[config.mk]
export PLATFORM = sky130hd
export DESIGN_NAME = mult_rr_arbiter
export DESIGN_NICKNAME = d
export VERILOG_FILES = /design/src/rtl/mult_rr_arbiter.sv
export SDC_FILE = /design/constraint.sdc
export NUM_CORES = 1
export LEC_CHECK = 0
export CAP_MARGIN = 0
export CORE_AREA = 5 5 179 181
export CTS_CLUSTER_DIAMETER = 80
export DETAILED_ROUTE_END_ITERATION = 16
export DIE_AREA = 0 0 184 186
export PLACE_DENSITY = 0.56
export SYNTH_ARGS = -nofsm -noshare
export SYNTH_HDL_FRONTEND = slang
export SYNTH_SLANG_ARGS = --single-unit
[constraint.sdc]
create_clock -name clk_i -period 2.44 [get_ports clk_i]
set_input_delay 0.244 -clock clk_i [delete_from_list [all_inputs] [get_ports clk_i]]
set_output_delay 0.244 -clock clk_i [all_outputs]
set_load 0.1 [all_outputs]
[src/rtl/mult_rr_arbiter.sv]
// mult_rr_arbiter: shares one sequential multiplier core between NUM_REQ
// requesters. A round-robin pick is made in IDLE, the winner's operands are
// captured and the core is started. The tagged product is returned through
// a valid/ready response port.
//
// Optional build macro: MULT_RR_ARBITER_ZERO_BYPASS_EN
//   When defined, a grant with a zero operand skips the core and answers
//   with a zero product one cycle after the grant.
//
// state | meaning
// IDLE  | waiting for a request, grant is made combinationally
// START | one-cycle start pulse to the core
// BUSY  | waiting for core done pulse
// RESP  | response held until accepted
module mult_rr_arbiter #(
    parameter  int NUM_REQ = 4,
    parameter  int WIDTH   = 32,
    localparam int ID_W    = $clog2(NUM_REQ)
) (
    input  logic                     clk_i,
    input  logic                     rst_n_i,
    input  logic [NUM_REQ-1:0]       req_valid_i,
    output logic [NUM_REQ-1:0]       req_ready_o,
    input  logic [NUM_REQ*WIDTH-1:0] req_md_i,
    input  logic [NUM_REQ*WIDTH-1:0] req_mr_i,
    output logic                     core_start_o,
    output logic [WIDTH-1:0]         core_md_o,
    output logic [WIDTH-1:0]         core_mr_o,
    input  logic                     core_done_i,
    input  logic [2*WIDTH-1:0]       core_product_i,
    output logic                     rsp_valid_o,
    input  logic                     rsp_ready_i,
    output logic [ID_W-1:0]          rsp_id_o,
    output logic [2*WIDTH-1:0]       rsp_product_o,
    output logic                     busy_o
);

    typedef enum logic [1:0] {IDLE, START, BUSY, RESP} state_e;

    state_e             state_q, state_d;
    logic [ID_W-1:0]    last_grant_q, last_grant_d;
    logic [ID_W-1:0]    id_q, id_d;
    logic [WIDTH-1:0]   md_q, md_d, mr_q, mr_d;
    logic [2*WIDTH-1:0] prod_q, prod_d;

    logic               found_any, found_hi;
    logic [ID_W-1:0]    gnt_any, gnt_hi, gnt_idx;
    logic [WIDTH-1:0]   gnt_md, gnt_mr;

    // Round-robin pick: lowest valid index above last_grant, else lowest valid overall.
    always_comb begin
        found_any = 1'b0;
        found_hi  = 1'b0;
        gnt_any   = '0;
        gnt_hi    = '0;
        for (int k = NUM_REQ - 1; k >= 0; k--) begin
            if (req_valid_i[k]) begin
                found_any = 1'b1;
                gnt_any   = ID_W'(k);
                if (ID_W'(k) > last_grant_q) begin
                    found_hi = 1'b1;
                    gnt_hi   = ID_W'(k);
                end
            end
        end
        gnt_idx = found_hi ? gnt_hi : gnt_any;
    end

    assign gnt_md = req_md_i[gnt_idx*WIDTH +: WIDTH];
    assign gnt_mr = req_mr_i[gnt_idx*WIDTH +: WIDTH];

    // Next-state and handshake logic.
    always_comb begin
        state_d      = state_q;
        last_grant_d = last_grant_q;
        id_d         = id_q;
        md_d         = md_q;
        mr_d         = mr_q;
        prod_d       = prod_q;
        req_ready_o  = '0;
        case (state_q)
            IDLE: begin
                if (found_any) begin
                    req_ready_o  = NUM_REQ'(1) << gnt_idx;
                    last_grant_d = gnt_idx;
                    id_d         = gnt_idx;
                    md_d         = gnt_md;
                    mr_d         = gnt_mr;
                    state_d      = START;
`ifdef MULT_RR_ARBITER_ZERO_BYPASS_EN
                    if ((gnt_md == '0) || (gnt_mr == '0)) begin
                        prod_d  = '0;
                        state_d = RESP;
                    end
`endif
                end
            end
            START: state_d = BUSY;
            BUSY: begin
                if (core_done_i) begin
                    prod_d  = core_product_i;
                    state_d = RESP;
                end
            end
            RESP: begin
                if (rsp_ready_i) state_d = IDLE;
            end
            default: state_d = IDLE;
        endcase
    end

    // State and datapath registers.
    always_ff @(posedge clk_i or negedge rst_n_i) begin
        if (!rst_n_i) begin
            state_q      <= IDLE;
            last_grant_q <= ID_W'(NUM_REQ - 1);
            id_q         <= '0;
            md_q         <= '0;
            mr_q         <= '0;
            prod_q       <= '0;
        end else begin
            state_q      <= state_d;
            last_grant_q <= last_grant_d;
            id_q         <= id_d;
            md_q         <= md_d;
            mr_q         <= mr_d;
            prod_q       <= prod_d;
        end
    end

    assign core_start_o  = (state_q == START);
    assign rsp_valid_o   = (state_q == RESP);
    assign busy_o        = (state_q != IDLE);
    assign core_md_o     = md_q;
    assign core_mr_o     = mr_q;
    assign rsp_id_o      = id_q;
    assign rsp_product_o = prod_q;

endmodule

======== Word-level counts from Yosys, hierarchy flattened ========
Index checks and enable logic that the tools add are counted.
word-level totals
  output and inout port bits .............. 137
  bits in registers ....................... 134
  word-level logic and storage cells ...... 55
operators by class
  multiplexer cells ....................... 31
  order comparisons ....................... 4
  equal/unequal tests ..................... 6
  shift-type cells ........................ 3
  reductions and logical operators ........ 5
operators by type and width
  operator                                             count
  variable part select 128 x 8 -> 32 bit               2
  2-to-1 mux 2 bit                                     16
  2-to-1 mux 1 bit                                     12
  2-to-1 mux 4 bit                                     2
  one-hot mux 2 bit (4 select lines)                   1
  equality test 2 bit, second input constant           2
  > comparator 1 x 2 -> 1 bit, first input constant    2
  > comparator 2 bit, first input constant             2
  != test 2 bit, second input constant                 2
  AND reduction 2 bit                                  2
  left shift 1 x 2 -> 4 bit, first input constant      1
  AND reduction 3 bit                                  1
  equality test 2 x 1 -> 1 bit, second input constant  1
  zero test 2 bit                                      1
  != test 2 x 1 -> 1 bit, second input constant        1
  nonzero test 2 bit                                   1

======== Depth between registers and ports, before layout ========
  word-level depth ........................ 13
  mapped depth ............................ 9
  depth with buffers taken out ............ 7

======== Worst setup path after synthesis ========
OpenSTA, ideal clock, no wires.
  path type ............................... register to output
  start point ............................. register last_grant_q[1]
  end point ............................... output port req_ready_o[0]
  slack ................................... -1,371 ps
  stages on the path, launching flop included .. 7
  arrival ................................. 3,567 ps
  path through ............................ dfstp_2 a21boi_1 o21ba_1 or3_1 clkbuf_1 clkbuf_1 nor3_1
on the way
  word-level cells in the longest chain between the ends .. 13
  elaborated cells between the ends (all ways) .. 24
  classes of those cells .................. order compare: 4; shift: 1; mux: 19
ends and longest elaborated chain
  item                                                         RTL line  text
  start: declaration                                           41        logic [ID_W-1:0] last_grant_q, last_grant_d;
  start signal: assignment                                     116       last_grant_q <= ID_W'(NUM_REQ - 1);
  start signal: assignment                                     123       last_grant_q <= last_grant_d;
  > comparator 2 bit                                           60        if (ID_W'(k) > last_grant_q) begin
  2-to-1 mux 2 bit / 2-to-1 mux 1 bit (equally long branches)  60
  2-to-1 mux 2 bit / 2-to-1 mux 1 bit (equally long branches)  57        if (req_valid_i[k]) begin
  2-to-1 mux 2 bit / 2-to-1 mux 1 bit (equally long branches)  60
  2-to-1 mux 2 bit / 2-to-1 mux 1 bit (equally long branches)  57
  2-to-1 mux 2 bit / 2-to-1 mux 1 bit (equally long branches)  60
  2-to-1 mux 2 bit / 2-to-1 mux 1 bit (equally long branches)  57
  2-to-1 mux 2 bit / 2-to-1 mux 1 bit (equally long branches)  60
  2-to-1 mux 2 bit / 2-to-1 mux 1 bit (equally long branches)  57
  2-to-1 mux 2 bit (*)                                         66        gnt_idx = found_hi ? gnt_hi : gnt_any;
  left shift 1 x 2 -> 4 bit (*)                                84        req_ready_o = NUM_REQ'(1) << gnt_idx;
  2-to-1 mux 4 bit (*)                                         83        if (found_any) begin
  2-to-1 mux 4 bit (*)                                         81        case (state_q)
  end: declaration                                             23        output logic [NUM_REQ-1:0] req_ready_o,
Every way passes the cells marked *; elsewhere a longest branch is shown, timed or not.

======== Final worst setup path ========
Ends and elaborated chain as after synthesis.

==> flow_metrics.env <==
export IMPL_first_iter_violations=310
export IMPL_synth_compound_area_share_pct=22.2
export IMPL_syn_num_nets=1017
export IMPL_path_cells="a21boi_1, o21ba_2, or3_4, nor3_4, buf_12"
export IMPL_port_buffers=464
export IMPL_crit_fanout=8
export IMPL_yosys_area_share_simple_pct=12.3
export IMPL_cts_buffer_depth=2
export IMPL_wl_per_cell_um=21.9
export IMPL_drive_gt1_share_pct=26.9
export IMPL_dp_cells=1507
export IMPL_required_ns=2.20
export IMPL_area_delta_synth_final_pct=82.5
export IMPL_slowest_stage="dfstp_2"
export IMPL_drt_pass1_iterations=6
export IMPL_drc=0
export IMPL_fin_cells=1543
export IMPL_fin_skew_ns=0.0145
export IMPL_rsz0062_at_grt="true"
export IMPL_final_cell_mix="clkdlybuf4s50_1 (326), buf_4 (151), dfrtp_1 (132)"
export IMPL_synth_fa_ha_area_share_pct=0.724
export IMPL_initial_core_util_pct=22.8
export IMPL_synth_seq_cells=134
export IMPL_grtUsageMet1_pct=23.1
export IMPL_grt_pass1_vias=7902
export IMPL_routed_via_density=4.81
export IMPL_grt_util_met2_pct=31.3
export IMPL_ff2ff_path_depth=8
export IMPL_synth_cells=685
export IMPL_r2r_end="core_mr_o[24]"
export IMPL_clock_latency_ns=0.42
export IMPL_htree_num_levels=4
export IMPL_antenna_found_initial=3
export IMPL_period_minus_slack_ns=2.35
export IMPL_grt_usage_pct=18.7
export IMPL_r2r_start="last_grant_q[0]"
export IMPL_drv_cap=0
export IMPL_grt_max_degree=65
export IMPL_die_y_um=186
export IMPL_post_dp_hpwl_um=24400
export IMPL_num_vias=7428
export IMPL_fin_area_sq_um=12600
export IMPL_syn_area_per_cell_sq_um=10.1
export IMPL_die_area_sq_um=34200
export IMPL_routed_wl_um=33800
export IMPL_relSlewSlack_pct=62.4
export IMPL_synth_yosys_warnings=0
export IMPL_cts_sinks=134
export IMPL_grt_ovfl_total=0
export IMPL_max_freq_mhz=425
export IMPL_cp_slowest_stage_delay_ns=0.59
export IMPL_coreArea_sq_um=30300
export IMPL_synth_edf_count=0
export IMPL_hold_class="input port to async pin"
export IMPL_nets=1466
export IMPL_rows=64
export IMPL_crit_arrival_ns=2.11
export IMPL_finalHoldViolations=0
export IMPL_end_kind="output port"
export IMPL_placed_area_sq_um=11900
export IMPL_synth_cell_types=34
export IMPL_top_usage_layer="met2"
export IMPL_path_clk_slew_ns=0.07
export IMPL_crit_end="req_ready_o[0]"
export IMPL_status="completed"
export IMPL_use_met3_pct=6.20
export IMPL_cts_tree="done"
export IMPL_fin_crit_sh_pct=96.3
export IMPL_start_kind="flip-flop"
export IMPL_cts_made_buffers=17
export IMPL_synth_flop_cell="dfrtp_1"
export IMPL_worst_pin_slew_ns=0.565
export IMPL_antennaDiodeCount=0
export IMPL_postRouteAntennaNets=0
export IMPL_r2r_slack_ns=0.15
export IMPL_netlist_area_sq_um=6910
export IMPL_place_gp_congestion=0.851
export IMPL_tns_ns=0
export IMPL_final_common_cell="clkdlybuf4s50_1"
export IMPL_path_class="flip-flop to output port"
export IMPL_startpoint="last_grant_q[1]"
export IMPL_drv_slew=0
export IMPL_pin_count=465
export IMPL_yosys_area_share_xor_xnor_pct=0
export IMPL_setup_viol=0
export IMPL_ys_seq_area_share_pct=48.6
export IMPL_muxShareOfSynthArea_pct=11.4
export IMPL_synth_top_family_by_area="compound AO/OA/AOI/OAI gates"
export IMPL_postLayoutCoreUtil_pct=41.7
export IMPL_async_flop_share_pct=100
export IMPL_die_w_um=184
export IMPL_grt_pass1_wl_um=48900
export IMPL_cts_root_buf="clkbuf_16"
## Yosys cell counts, types with 4 or more instances
library cell / number / area share (%)
nor3_1: 60 / 4.3
o21ai_0: 6 / 0.43
nand2_1: 67 / 3.6
o211ai_1: 7 / 0.76
o221ai_1: 8 / 1.0
a211oi_1: 94 / 10
buf_2: 22 / 1.6
o22ai_1: 57 / 5.2
mux2_2: 64 / 10
nor2_1: 64 / 3.5
inv_1: 6 / 0.33
ha_1: 4 / 0.72
a211oi_2: 20 / 3.6
mux2i_1: 7 / 1.0
dfrtp_1: 132 / 48
a21oi_1: 4 / 0.29
clkbuf_1: 40 / 2.2
## critical path: cells and delay by family (launching register included)
family	cells	cell delay [ns]
AND/OR/NAND/NOR	2	0.59
buffers and inverters	1	0.20
AO/OA/AOI/OAI	2	0.30
flip-flops	1	0.59
## registers in the layout, indices dropped and copies added (netlist names)
register	cells
rsp_id_o	2
core_mr_o	32
core_md_o	32
rsp_product_o	64
state_q	2
last_grant_q	2
## cells by family (layout without fill, tap and decap cells)
family	count (synthesis)	after routing
flip-flops	134	134
adder cells (fa/ha/maj)	4	4
AO/OA/AOI/OAI	202	202
buffers and inverters	74	536
AND/OR/NAND/NOR	200	200
multiplexers	71	71
## final cells by class
type	count	area, sq um
clock inverters	14	155
well taps	396	495
clock buffers	18	439
multi-input cells	477	3330
flip-flops and latches	134	3360
inverters	6	26.3
repair buffers	498	4810
fillers	2976	17700
## worst min path at each step
stage,from,endpoint,slack [ns],depth (start not counted)
final,rst_n_i,rsp_product_o[44],0.35,2
after CTS,rst_n_i,rsp_product_o[44],0.38,2
after global placement,rst_n_i,rsp_product_o[44],0.27,1
after detailed placement,rst_n_i,rsp_product_o[44],0.26,1
after floorplan,rst_n_i,core_md_o[0],-0.05,0
after global routing,rst_n_i,rsp_product_o[15],0.41,2
## metal layers
| metal | wire, um | share of wire, % |
|---|---|---|
| met5 | 24 | 0.071 |
| met4 | 687 | 2.0 |
| met3 | 3080 | 9.1 |
| met2 | 16400 | 48 |
| met1 | 13600 | 40 |
## what timing repair did
action / CTS / global route
buffers inserted: 2 / 0
setup endpoints to repair: 3 / 3
endpoints found under the hold margin: 50 / 0
resized for setup: 2 / 2
gates cloned: 1 / 0
hold buffers: 1 / 0
pin swaps: 2 / 1
## per-stage QoR
stage | hold WS, ns | setup slack (ns)
after floorplan | -0.0516 | -0.107
after global placement | 0.271 | 0.0170
after detailed placement | 0.265 | -0.0314
after CTS | 0.375 | 0.0187
after global routing | 0.410 | -0.00494
final | 0.353 | 0.0892
Power is not shown: default switching activity piles up to over one toggle a cycle in this logic, so the estimate is an artifact.
